`config.mk`:
```
export PLATFORM = sky130hd
export DESIGN_NAME = eth_frame_tx
export DESIGN_NICKNAME = d
export VERILOG_FILES = /design/src/rtl/eth_frame_tx.sv
export SDC_FILE = /design/constraint.sdc
export NUM_CORES = 1
export LEC_CHECK = 0
export ABC_CLOCK_PERIOD_IN_PS = 71600
export CAP_MARGIN = 15
export CORE_ASPECT_RATIO = 1.2
export CORE_UTILIZATION = 40
export CTS_BUF_LIST = sky130_fd_sc_hd__clkbuf_2 sky130_fd_sc_hd__clkbuf_4 sky130_fd_sc_hd__clkbuf_8
export CTS_CLUSTER_DIAMETER = 50
export DETAILED_ROUTE_END_ITERATION = 8
export PLACE_DENSITY = 0.67
export SKIP_LAST_GASP = 1
export SLEW_MARGIN = 40
export SYNTH_ARGS = -nofsm -noshare
export SYNTH_HDL_FRONTEND = slang
export SYNTH_SLANG_ARGS = --single-unit
```
`constraint.sdc`:
```
create_clock -name eth_clk -period 71.6 [get_ports eth_clk]
set_clock_uncertainty 0.15 [all_clocks]
set_input_delay 14.32 -clock eth_clk [delete_from_list [all_inputs] [get_ports eth_clk]]
set_output_delay 14.32 -clock eth_clk [all_outputs]
set_load 0.05 [all_outputs]
```
`src/rtl/eth_frame_tx.sv`:
```
// eth_frame_tx: serialises a 60-byte st_eth_packet into an 802.3 frame
// (preamble, SFD, packet, optional FCS) on a byte-wide valid/ready stream,
// then enforces the inter-frame gap. One request can wait in a pending slot.
// Optional feature macro: ETH_TX_FCS_EN (CRC-32 generation and 4 FCS bytes).
module eth_frame_tx #(
  parameter int PREAMBLE_BYTES = 7,
  parameter int IFG_CYCLES     = 48
) (
  input  logic         eth_clk,
  input  logic         rst_in,
  input  logic         send_packet,
  input  logic [479:0] eth_packet,
  output logic [7:0]   tx_data,
  output logic         tx_valid,
  input  logic         tx_ready,
  output logic         tx_last,
  output logic         busy,
  output logic         dropped
);

  localparam int IFG_W = (IFG_CYCLES > 1) ? $clog2(IFG_CYCLES) : 1;

  typedef enum logic [2:0] {IDLE, PREAMBLE, SFD, DATA, FCS, IFG} state_t;

  state_t             state, state_nxt;
  logic [5:0]         byte_cnt;
  logic [IFG_W-1:0]   ifg_cnt;
  logic [479:0]       shift_reg;
  logic [479:0]       pend_data;
  logic               pend_full;

  logic accept, phase_done, ifg_done, start_ok;
  logic use_pend, use_in, latch_req, drop_req;

`ifdef ETH_TX_FCS_EN
  logic [31:0] crc;
  logic [31:0] crc_inv;

  // One byte of reflected CRC-32 (poly 0xEDB88320), data LSB first.
  function automatic logic [31:0] crc32_byte(input logic [31:0] c, input logic [7:0] d);
    logic [31:0] r;
    r = c ^ {24'h0, d};
    for (int i = 0; i < 8; i++) begin
      r = r[0] ? ((r >> 1) ^ 32'hEDB88320) : (r >> 1);
    end
    return r;
  endfunction

  assign crc_inv = ~crc;
`endif

  assign accept   = tx_valid && tx_ready;
  assign ifg_done = (state == IFG) && (ifg_cnt == IFG_W'(IFG_CYCLES - 1));
  // A new frame may start from IDLE or straight out of the final gap cycle.
  assign start_ok = (state == IDLE) || ifg_done;
  // The pending slot has priority; a fresh strobe starts directly only when
  // the slot is empty, otherwise it is parked or, with the slot full, dropped.
  assign use_pend  = start_ok && pend_full;
  assign use_in    = start_ok && !pend_full && send_packet;
  assign latch_req = send_packet && !use_in && !pend_full;
  assign drop_req  = send_packet && !use_in && pend_full;
  assign busy      = (state != IDLE);

  // Last byte of the current byte-oriented phase.
  always_comb begin
    phase_done = 1'b0;
    case (state)
      PREAMBLE: phase_done = (byte_cnt == 6'(PREAMBLE_BYTES - 1));
      SFD:      phase_done = 1'b1;
      DATA:     phase_done = (byte_cnt == 6'd59);
      FCS:      phase_done = (byte_cnt == 6'd3);
      default:  phase_done = 1'b0;
    endcase
  end

  // Next-state logic.
  always_comb begin
    state_nxt = state;
    case (state)
      IDLE:     if (use_pend || use_in) state_nxt = PREAMBLE;
      PREAMBLE: if (accept && phase_done) state_nxt = SFD;
      SFD:      if (accept) state_nxt = DATA;
      DATA: begin
        if (accept && phase_done) begin
`ifdef ETH_TX_FCS_EN
          state_nxt = FCS;
`else
          state_nxt = IFG;
`endif
        end
      end
      FCS:      if (accept && phase_done) state_nxt = IFG;
      IFG:      if (ifg_done) state_nxt = (use_pend || use_in) ? PREAMBLE : IDLE;
      default:  state_nxt = IDLE;
    endcase
  end

  // Stream outputs are decoded from registered state so they hold during stalls.
  always_comb begin
    tx_valid = 1'b0;
    tx_data  = 8'h00;
    tx_last  = 1'b0;
    case (state)
      PREAMBLE: begin
        tx_valid = 1'b1;
        tx_data  = 8'h55;
      end
      SFD: begin
        tx_valid = 1'b1;
        tx_data  = 8'hD5;
      end
      DATA: begin
        tx_valid = 1'b1;
        tx_data  = shift_reg[479:472];
`ifndef ETH_TX_FCS_EN
        tx_last  = (byte_cnt == 6'd59);
`endif
      end
`ifdef ETH_TX_FCS_EN
      FCS: begin
        tx_valid = 1'b1;
        tx_last  = (byte_cnt == 6'd3);
        case (byte_cnt[1:0])
          2'd0:    tx_data = crc_inv[7:0];
          2'd1:    tx_data = crc_inv[15:8];
          2'd2:    tx_data = crc_inv[23:16];
          default: tx_data = crc_inv[31:24];
        endcase
      end
`endif
      default: begin
        tx_valid = 1'b0;
      end
    endcase
  end

  // State register.
  always_ff @(posedge eth_clk or negedge rst_in) begin
    if (!rst_in) state <= IDLE;
    else         state <= state_nxt;
  end

  // Byte counter within a phase; wraps to zero on the phase's last byte.
  always_ff @(posedge eth_clk or negedge rst_in) begin
    if (!rst_in)     byte_cnt <= 6'd0;
    else if (accept) byte_cnt <= phase_done ? 6'd0 : byte_cnt + 6'd1;
  end

  // Gap counter runs only while in IFG.
  always_ff @(posedge eth_clk or negedge rst_in) begin
    if (!rst_in)                        ifg_cnt <= '0;
    else if (state == IFG && !ifg_done) ifg_cnt <= ifg_cnt + 1'b1;
    else                                ifg_cnt <= '0;
  end

  // Pending-slot occupancy and the dropped-request pulse.
  always_ff @(posedge eth_clk or negedge rst_in) begin
    if (!rst_in) begin
      pend_full <= 1'b0;
      dropped   <= 1'b0;
    end else begin
      dropped <= drop_req;
      if (use_pend)       pend_full <= 1'b0;
      else if (latch_req) pend_full <= 1'b1;
    end
  end

  // Packet storage: pending copy and the outgoing shift register.
  always_ff @(posedge eth_clk) begin
    if (latch_req) pend_data <= eth_packet;
    if (use_pend)                     shift_reg <= pend_data;
    else if (use_in)                  shift_reg <= eth_packet;
    else if (state == DATA && accept) shift_reg <= {shift_reg[471:0], 8'h00};
  end

`ifdef ETH_TX_FCS_EN
  // CRC accumulates accepted DATA bytes; restarts when the SFD goes out.
  always_ff @(posedge eth_clk or negedge rst_in) begin
    if (!rst_in)                      crc <= 32'hFFFFFFFF;
    else if (state == SFD && accept)  crc <= 32'hFFFFFFFF;
    else if (state == DATA && accept) crc <= crc32_byte(crc, shift_reg[479:472]);
  end
`endif

endmodule
```
* After elaboration in Yosys (flattened, before gate mapping)
Index checks and enable logic that the tools add are counted.
** Word-level totals
- Bits in registers :: 977
- Bits of input ports :: 484
- Output and inout bits :: 12
- Word-level logic and storage cells :: 64
** Cells by class
- $add $sub $neg :: 2
- Eq/ne operators :: 14
- Muxes and demuxes :: 18
- Reductions and logical operators :: 23
** Operators by type and width (count)
- $mux W480 :: 3
- $pmux W8 S3 :: 1
- $mux W3 :: 5
- $pmux W3 S5 :: 1
- $add A6 B1 Y6 const B :: 2
- $eq A6 B6 Y1 const B :: 2
- $mux W6 :: 2
- $logic_and A1 B1 Y1 :: 11
- $eq A3 B2 Y1 const B :: 2
- $eq A3 B3 Y1 const B :: 2
- $eq A6 B2 Y1 const B :: 1
- $eq A6 B3 Y1 const B :: 1
- $ne A2 B2 Y1 const B :: 3
- $reduce_bool A3 Y1 :: 2
- $mux W1 :: 5
- $reduce_and A5 Y1 :: 1
- $ne A2 B1 Y1 const B :: 2
- $pmux W1 S4 :: 1
- $eq A3 B1 Y1 const B :: 1
- $logic_not A1 Y1 :: 3
- $logic_not A3 Y1 :: 1
- $reduce_or A3 Y1 :: 1
- $logic_or A1 B1 Y1 :: 2
- $reduce_bool A2 Y1 :: 1
- $reduce_or A2 Y1 :: 1

* Depth between registers and ports, before layout
Gate-level depths: netlist (run 1).
- Depth after elaboration :: 10
- Mapped depth :: 8
- Mapped depth without buffers :: 5

* Worst setup path after synthesis (run 1)
Ideal clock, no wire load.
- Path type :: input to register
- Start point :: in send_packet
- End point :: reg pend_data[0], enable pin
- Setup time :: 1333 ps
- Data arrival time :: 34259 ps
- Data required time :: 70117 ps
- Path slack :: 35858 ps
- Stages :: 2
- Path buffers :: 0
- Cell sequence :: nand2b_1 -> nor2_1
** On the way
- Longest elaborated chain between the ends :: 4
** Ends and longest elaborated chain
- from (decl) :: line 11 : input logic send_packet,
- $logic_and A1 B1 Y1 :: line 59 : assign use_in = start_ok && !pend_full && send_packet;
- $logic_not A1 Y1 :: line 60 : assign latch_req = send_packet && !use_in && !pend_full;
- $logic_and A1 B1 Y1 (*) (2 in a row) :: line 60
- named net latch_req :: line 33 : logic use_pend, use_in, latch_req, drop_req;
- to (signal assigned) :: line 170 : if (latch_req) pend_data <= eth_packet;
- to (decl) :: line 29 : logic [479:0] pend_data;
Mark *: on every way through the listed nets, which the timed path passes. The rest lies on a longest branch.
A chain may end at the register's enable or synchronous reset.

* Worst setup path in the final report (run 1)
- Start point :: reg state[1]
- End point :: out tx_data[3]
** On the way
- Longest elaborated chain between the ends :: 2
- Elaborated cells between the ends (all ways) :: 4
- Those cells by class :: eq/ne: 3; mux: 1
** Ends and longest elaborated chain
- from (decl) :: line 25 : state_t state, state_nxt;
- from (signal assigned) :: line 140 : else state <= state_nxt;
- $eq A3 B2 Y1 / $eq A3 B1 Y1 (equally long branches) :: line 103 : case (state)
- $pmux W8 S3 (*) :: line 103
- to (decl) :: line 13 : output logic [7:0] tx_data,
Every way passes the cells marked *; elsewhere a longest branch is shown, timed or not.

==> results of run 1 <==
critical path, stage by stage (launching register included):
cell                              delay, ps
sky130_fd_sc_hd__dfrtp_1                330
sky130_fd_sc_hd__buf_4                  260
sky130_fd_sc_hd__nand2_1                280
sky130_fd_sc_hd__nor2_1                 560
sky130_fd_sc_hd__and2_1                 220
sky130_fd_sc_hd__clkdlybuf4s50_1        800
synth_stat cells, types with 3 or more instances:
cell type,n
sky130_fd_sc_hd__nand2b_1,6
sky130_fd_sc_hd__and2_1,4
sky130_fd_sc_hd__o221ai_1,468
sky130_fd_sc_hd__nor2b_1,7
sky130_fd_sc_hd__buf_2,110
sky130_fd_sc_hd__dfrtp_1,17
sky130_fd_sc_hd__buf_1,24
sky130_fd_sc_hd__inv_1,472
sky130_fd_sc_hd__a32oi_1,468
sky130_fd_sc_hd__or3_1,5
sky130_fd_sc_hd__nor2_1,490
sky130_fd_sc_hd__o211ai_1,7
sky130_fd_sc_hd__a22o_1,5
sky130_fd_sc_hd__edfxtp_1,960
sky130_fd_sc_hd__nor4_1,3
sky130_fd_sc_hd__nand3_1,9
sky130_fd_sc_hd__nand2_1,11
sky130_fd_sc_hd__o21a_1,4
sky130_fd_sc_hd__a21oi_1,3
sky130_fd_sc_hd__a22oi_1,8
sky130_fd_sc_hd__xnor2_1,3
sky130_fd_sc_hd__clkbuf_1,292
sky130_fd_sc_hd__a31oi_1,477
sky130_fd_sc_hd__o21ai_0,4
power breakdown:
group          internal, mW  switching [mW]  total (mW)
Clock                 0.280           0.243       0.523
Combinational        0.0795           0.120       0.200
Sequential            0.722          0.0251       0.747
Total                  1.08           0.389        1.47
stage by stage:
step | setup WS [ps] | total power, mW
detailed placement | 53670 | 0.958
finish | 53780 | 1.47
global placement | 53240 | 0.953
floorplan | 35860 | 0.899
CTS | 53630 | 1.48
global route | 53610 | 1.53
per-layer routing:
layer,vias up,share of wire [%],track usage [%]
met2,1789,47,35.9
li1,16470,-,-
met5,-,0.16,0
met4,36,2.8,10.0
met3,259,8.0,5.42
met1,18488,42,32.2
worst max-delay path by stage:
stage	depth (start not counted)	slack (ps)	start	to
after global placement	7	53240	send_packet	shift_reg[126]
after detailed placement	7	53670	send_packet	shift_reg[244]
after global routing	5	53610	state[1]	tx_data[5]
after CTS	4	53630	state[0]	tx_data[3]
after floorplan	2	35860	send_packet	pend_data[0]
final	5	53780	state[1]	tx_data[3]
cell families (layout without fill, tap and decap cells):
kind of cell,after synthesis,after routing,share of synthesized area [%]
XOR/XNOR,4,4,0.0753
adder cells (fa/ha/maj),2,2,0.0538
flip-flops,977,977,62.9
AND/OR/NAND/NOR,546,546,4.68
AO/OA/AOI/OAI,1456,1456,24.7
other,0,37,0
buffers and inverters,900,1326,7.57
final cells by class:
class	instances	area [sq um]	area share, %
clock inverters	81	673	1.20
flip-flops and latches	977	29300	52.0
diodes	37	92.6	0.165
multi-input cells	2008	13800	24.5
inverters	473	1780	3.17
clock buffers	218	2690	4.79
well taps	1518	1900	3.38
repair buffers	554	6030	10.7
==> impl_metrics.csv, run 1 <==
group,metric,value,unit
die,die-height,376,um
drt,drt_wl_total,144000,um
place,gp_routability_congestion,0.793,
sta,report.final.slew_viol_count,0,
sta,finalCritPeriodShare,24.9,%
die,core_area,0.115,sq mm
power,static-leakage-power,18.0,nW
yosys,post_synthesis_mean_instance_area,12.0,sq um
clock_tree,cts-resized-gates,0,
place,dp_cells,5527,
finish,post_route_cells_drive_above_1_share,7.75,%
grt,track_usage,23.6,%
clock_tree,cts_tree,"yes",
min_path,hp-class,"reg2reg",
sta,finalSetupTns,0,ps
drt,wl_per_cell,24.6,um
power,vdd_drop_max,0.0000214,V
yosys,yosysWarnings,0,
run,max_cap_viol_count,0,
drt,route.detailed.drc,0,
clock_tree,clk_pin_slew_worst_paths,70,ps
clock_tree,ctsHoldBuffers,0,
setup_path,setup.worst_path.start_class,"flip-flop",
power,power_per_cell_area,26.1,mW/mm^2
die,die-area,0.118,sq mm
setup_path,worst-r2r-cell-count,7,
drt,detailedRoute.firstIterationViolations,4398,
yosys,number_of_enable_type_register_cells_in_the_synthesized_netlist,960,
die,count_of_pins_on_the_block_boundary,496,
run_status,outcome,"finished, final reports clean",
setup_path,endpoint_kind,"output port",
yosys,proportion_of_register_bits_with_asynchronous_set_or_reset_after_synthesis,1.74,%
grt,vias_in_the_first_global_route,35526,
clock_tree,ctsLongestPathBuffers,3,
yosys,synth_seq_cells,977,
place,postPlaceCellArea,0.0527,sq mm
die,die_span_in_x,313,um
finish,layout.cells.non_filler,5866,
yosys,postSynthNetCount,4371,
finish,layout.cells.most_common_list,"sky130_fd_sc_hd__edfxtp_1 (960), sky130_fd_sc_hd__clkdlybuf4s50_1 (494), sky130_fd_sc_hd__nor2_1 (488)",
setup_path,required,57130,ps
finish,design_area,0.0562,sq mm
clock_tree,clock-sinks,977,
sta,rsz0062_at_grt,"no",
clock_tree,clkLatencyLatePin,900,ps
setup_path,reg2reg_from,"state[2]",
drt,vias_per_cell,6.31,
setup_path,crit_arrival,3350,ps
grt,grt.overflow.total,0,
place,io_buffer_count,495,
min_path,holdCritStartpoint,"ifg_cnt[0]",
finish,synthToLayoutAreaGrowth,20.9,%
die,floorplan.rows,136,
drt,route.antenna.remaining_nets,0,
sta,fin_crit,17820,ps
clock_tree,cts-buffers-inserted,168,
yosys,synth_cell_types,46,
sta,hold_violations,0,
yosys,seq_area_frac_synth,62.9,%
clock_tree,clk_root_buffer_cell,"sky130_fd_sc_hd__clkbuf_8",
sta,setup-violations-final,0,
clock_tree,cts_setup_buffers,0,
die,initial_core_util,40.5,%
yosys,yosysTopAreaCellShare,62.0,%
yosys,yosys.area.top_type,"sky130_fd_sc_hd__edfxtp_1",
min_path,min_to,"ifg_cnt[0]",
place,detailed_place_hpwl,81300,um
setup_path,critical_path.reg2reg.endpoint,"shift_reg[126]",
finish,finish.utilization,49.0,%
grt,grt_antenna_before_repair,53,
setup_path,regToRegSetupSlack,66950,ps
finish,layout.cells.most_common,"sky130_fd_sc_hd__edfxtp_1",
setup_path,crit_fanout,19,
setup_path,worst-setup-path-type,"reg2out",
finish,nNetsFinal,4668,
sta,max_slew.worst_pin.slew,840,ps
yosys,post_synthesis_instance_area,0.0465,sq mm
yosys,synthFlopType,"sky130_fd_sc_hd__edfxtp_1",
clock_tree,cts_htree_levels,4,
grt,grt_max_degree,221,
finish,fill_cells,10001,
sta,relSlewSlack,44.0,%
min_path,holdPathStages,1,
yosys,postSynthCellCount,3885,
drt,vias,37042,
sta,minimum_hold_slack,306,ps
yosys,post_synth_main_area_contributors,"sky130_fd_sc_hd__edfxtp_1 (62%), sky130_fd_sc_hd__a32oi_1 (8.8%), sky130_fd_sc_hd__o221ai_1 (8.8%)",
grt,grt_first_pass_wirelength,217000,um
sta,max_clock_freq,56.1,MHz
drt,firstDrtPassIters,6,
No activity file was read; power rests on OpenSTA's default activity.
==> inputs of run 2 (changes only) <==
--- a/config.mk
+++ b/config.mk
@@ -5,14 +5,14 @@
 export SDC_FILE = /design/constraint.sdc
 export NUM_CORES = 1
 export LEC_CHECK = 0
-export ABC_CLOCK_PERIOD_IN_PS = 71600
+export ABC_CLOCK_PERIOD_IN_PS = 15100
 export CAP_MARGIN = 15
 export CORE_ASPECT_RATIO = 1.2
 export CORE_UTILIZATION = 40
 export CTS_BUF_LIST = sky130_fd_sc_hd__clkbuf_2 sky130_fd_sc_hd__clkbuf_4 sky130_fd_sc_hd__clkbuf_8
 export CTS_CLUSTER_DIAMETER = 50
 export DETAILED_ROUTE_END_ITERATION = 8
-export PLACE_DENSITY = 0.67
+export PLACE_DENSITY = 0.69
 export SKIP_LAST_GASP = 1
 export SLEW_MARGIN = 40
 export SYNTH_ARGS = -nofsm -noshare
==> constraint.sdc (replaced) <==
create_clock -name eth_clk -period 15.1 [get_ports eth_clk]
set_clock_uncertainty 0.15 [all_clocks]
set_input_delay 3.02 -clock eth_clk [delete_from_list [all_inputs] [get_ports eth_clk]]
set_output_delay 3.02 -clock eth_clk [all_outputs]
set_load 0.05 [all_outputs]
==> impl_metrics.csv, run 2 (same netlist as run 1, synthesis figures left out) <==
group,metric,value,unit
power,switching_share,26.5,%
drt,firstDrtPassIters,6,
finish,layout.cells.most_common_list,"sky130_fd_sc_hd__edfxtp_1 (960), sky130_fd_sc_hd__clkdlybuf4s50_1 (494), sky130_fd_sc_hd__nor2_1 (488)",
sta,report.final.slew_viol_count,0,
power,cellInternalPower,5.15,mW
drt,route.antenna.remaining_nets,0,
finish,finish.utilization,48.8,%
drt,route.detailed.drc,0,
setup_path,crit_arrival,3930,ps
die,count_of_pins_on_the_block_boundary,496,
clock_tree,cts_tree,"yes",
clock_tree,cts-resized-gates,0,
power,vdd_drop_max,0.0000708,V
grt,grt_antenna_before_repair,40,
run_status,outcome,"finished, final reports clean",
finish,synthToLayoutAreaGrowth,20.5,%
grt,grt.overflow.total,0,
sta,finalSetupTns,0,ps
die,core_area,0.115,sq mm
sta,finalCritPeriodShare,47.0,%
clock_tree,cts_htree_levels,4,
die,initial_core_util,40.5,%
grt,track_usage,23.2,%
grt,grt_max_degree,172,
drt,vias_per_cell,6.34,
setup_path,endpoint_kind,"output port",
grt,grt_first_pass_wirelength,215000,um
sta,max_clock_freq,141,MHz
power,power.share.clock,35.9,%
clock_tree,ctsLongestPathBuffers,3,
finish,layout.cells.most_common,"sky130_fd_sc_hd__edfxtp_1",
finish,nNetsFinal,4664,
clock_tree,clock-sinks,977,
place,gp_routability_congestion,0.810,
setup_path,worst-setup-path-type,"reg2out",
clock_tree,cts_setup_buffers,0,
power,p_comb_share,13.4,%
min_path,hp-class,"reg2reg",
clock_tree,clk_pin_slew_worst_paths,70,ps
drt,drt_wl_total,143000,um
place,io_buffer_count,495,
power,static-leakage-power,18.0,nW
setup_path,crit_fanout,19,
clock_tree,clk_root_buffer_cell,"sky130_fd_sc_hd__clkbuf_8",
finish,fill_cells,10049,
drt,wl_per_cell,24.4,um
power,power_per_cell_area,125,mW/mm^2
power,p_seq_share,50.7,%
place,detailed_place_hpwl,79600,um
run,max_cap_viol_count,0,
power,net_switching_power_figure,1.85,mW
sta,relSlewSlack,42.3,%
drt,detailedRoute.firstIterationViolations,4591,
clock_tree,clkLatencyLatePin,900,ps
clock_tree,ctsHoldBuffers,0,
die,die-area,0.118,sq mm
setup_path,required,11930,ps
grt,vias_in_the_first_global_route,35582,
die,die_span_in_x,313,um
sta,setup-violations-final,0,
clock_tree,cts-buffers-inserted,167,
drt,vias,37084,
sta,minimum_hold_slack,316,ps
die,floorplan.rows,136,
setup_path,setup.worst_path.start_class,"flip-flop",
die,die-height,376,um
finish,post_route_cells_drive_above_1_share,7.69,%
sta,hold_violations,0,
sta,fin_crit,7100,ps
sta,rsz0062_at_grt,"no",
sta,max_slew.worst_pin.slew,866,ps
run 2: cell types whose count changed in the layout (fill, tap and decap cells not counted), sizes merged:
cell | previous run | this run
clkinv | 55 | 47
inv | 481 | 483
buf | 60 | 57
bufinv | 9 | 10
clkbuf | 218 | 223
clkinvlp | 9 | 3
diode | 37 | 33
run 2: final cells by class:
| class | count | area [sq um] | share of cell area [%] |
|---|---|---|---|
| diodes | 33 | 82.6 | 0.147 |
| clock buffers | 223 | 2730 | 4.86 |
| clock inverters | 70 | 667 | 1.19 |
| inverters | 473 | 1790 | 3.19 |
| multi-input cells | 2008 | 13800 | 24.6 |
| flip-flops and latches | 977 | 29300 | 52.2 |
| well taps | 1518 | 1900 | 3.39 |
| repair buffers | 551 | 5820 | 10.4 |
run 2: metal layers:
| layer | global-route usage (%) | routed length [um] | share of wire [%] |
|---|---|---|---|
| met1 | 32.4 | 59500 | 42 |
| met2 | 35.5 | 67100 | 47 |
| met3 | 4.32 | 12000 | 8.4 |
| met4 | 9.60 | 4100 | 2.9 |
| met5 | 0 | 152 | 0.11 |
run 2: path summary, 6_finish.rpt:
kind / startpoint / end / slack (ps) / cells past startpoint
hold / removal: ifg_cnt[0] / ifg_cnt[0] / 320 / 1
max in group asynchronous: rst_in / state[0] / 12530 / 1
setup reg to reg: state[1] / shift_reg[103] / 10200 / 6
setup / recovery: state[1] / tx_data[5] / 8000 / 4
hold reg to reg: ifg_cnt[0] / ifg_cnt[0] / 320 / 1
min in group asynchronous: rst_in / byte_cnt[0] / 1920 / 1
run 2: metrics by stage:
| stage | instance area [sq um] | setup slack, ps | cells | power, mW |
|---|---|---|---|---|
| finish | 56000 | 8000 | 5853 | 7.00 |
| floorplan | 46500 | 148 | 3885 | 4.26 |
| global placement | 52200 | 8120 | 5516 | 4.51 |
| CTS | 55900 | 7840 | 5817 | 7.06 |
| global route | 56000 | 7820 | 5844 | 7.27 |
| detailed placement | 52500 | 8390 | 5524 | 4.54 |
run 2: critical path: stages (launching register included):
cell and delay [ps]:
sky130_fd_sc_hd__dfrtp_1 840, sky130_fd_sc_hd__nand2_1 440, sky130_fd_sc_hd__nor2_1 650, sky130_fd_sc_hd__and2_1 280
sky130_fd_sc_hd__clkdlybuf4s50_1 820
run 2: power by group through the flow:
stage / registers [mW] / clock network (mW) / logic, mW
after floorplan: 3.70 / 0 / 0.559
after global placement: 3.61 / 0 / 0.904
after detailed placement: 3.60 / 0 / 0.936
after CTS: 3.55 / 2.57 / 0.942
after global routing: 3.57 / 2.67 / 1.02
final: 3.55 / 2.51 / 0.938
==> RTL change: new RTL, config.mk and constraints of run 1 <==
The option `ETH_TX_FCS_EN` is turned on by a define.
--- a/src/rtl/eth_frame_tx.sv
+++ b/src/rtl/eth_frame_tx.sv
@@ -2,6 +2,8 @@
 // (preamble, SFD, packet, optional FCS) on a byte-wide valid/ready stream,
 // then enforces the inter-frame gap. One request can wait in a pending slot.
 // Optional feature macro: ETH_TX_FCS_EN (CRC-32 generation and 4 FCS bytes).
+`define ETH_TX_FCS_EN
+
 module eth_frame_tx #(
   parameter int PREAMBLE_BYTES = 7,
   parameter int IFG_CYCLES     = 48
Function: no difference found for any inputs over 4 cycles, from zero or initial values and one cycle with rst_in low; that may be too few to reach the edited logic, so the function may still have changed.
==> RTL change against run 1 <==
Final area grew 2.3%. Die area grew 2.8%. Final cell count grew 12%. Sequential cell count grew 32. Area after synthesis grew 2.8%. Power grew 12%. Routed wire length shrank 2.7%. Hold slack gained 0.035 ns. Worst setup slack lost 0.40 ns. Non-clock buffer count is the same. Global-route usage shrank 1.1 points. Count of clock-buffer cells in the layout grew 13. Clock power grew 2%.
==> RTL change: results <==
{
  "run_status": "finished clean",
  "p_leak_nw": 18.2,
  "clockBufferCount": 231,
  "num-multi-input-gates": 3120,
  "vdd_drop_max_uv": 17.8,
  "grt_pass1_wl_mm": 214,
  "vias": 36800,
  "reg2regPathDepth": 9,
  "r2r_setup_slack_ns": 66.23,
  "critical_path.top_delay_family": "flip-flops",
  "first_pass_iters": 5,
  "cp_max_fo": 50,
  "hpwlAfterDp_mm": 80.6,
  "async_flop_share_pct": 4.86,
  "synth_adder_area_share_pct": 0.157,
  "grt_max_degree": 154,
  "synth_xor_area_share_pct": 1.57,
  "fillers": 10600,
  "cts_buffers": 171,
  "ys_ff_latch": 1009,
  "antenna_found_initial": 61,
  "place_ws_ns": 52.27,
  "regArea_um2": 30100,
  "hold_ws_ns": 0.341,
  "antenna_cells": 35,
  "clk_share_pct": 5.98,
  "fmax_mhz": 54.9,
  "buf_share_pct": 10.0,
  "place_congestion": 0.850,
  "synth_nets": 5016,
  "max_stage_delay_ns": 0.90,
  "synth_area_leaders": "edfxtp_1 60%, nor2_1 12%, nor3b_1 7.4%",
  "finalNetCount": 5359
}
-- RTL change: cell types whose count changed in the layout (fill, tap and decap cells not counted), sizes merged, moves of 463 or more --
| cell | run 1 | this run |
|---|---|---|
| a21oi | 4 | 500 |
| a32oi | 468 | 1 |
| a31oi | 477 | 4 |
| o221ai | 468 | 5 |
| nor3b | 0 | 472 |
| o22ai | 1 | 480 |
| nor2 | 490 | 1468 |
-- RTL change: metal layers --
layer	routed length [um]	track usage, %	up-vias
met2	65700	34.1	1405
met3	10700	5.54	292
met5	431	0	-
met4	4480	10.4	64
met1	59000	30.4	17800
li1	-	-	17200
-- RTL change: through the flow --
stage	instance area, um2	utilization, %	std cells	power [W]
floorplan	47800	-	4526	0.00109
global placement	53600	45.3	6227	0.00111
detailed placement	53900	45.6	6235	0.00112
CTS	57400	48.5	6544	0.00165
global route	57500	48.6	6573	0.00171
finish	57500	48.6	6580	0.00164
-- RTL change: where the power goes --
part,internal (W),switching [W]
logic,0.000143,0.000205
registers,0.000724,0.0000381
clock network,0.000283,0.000248
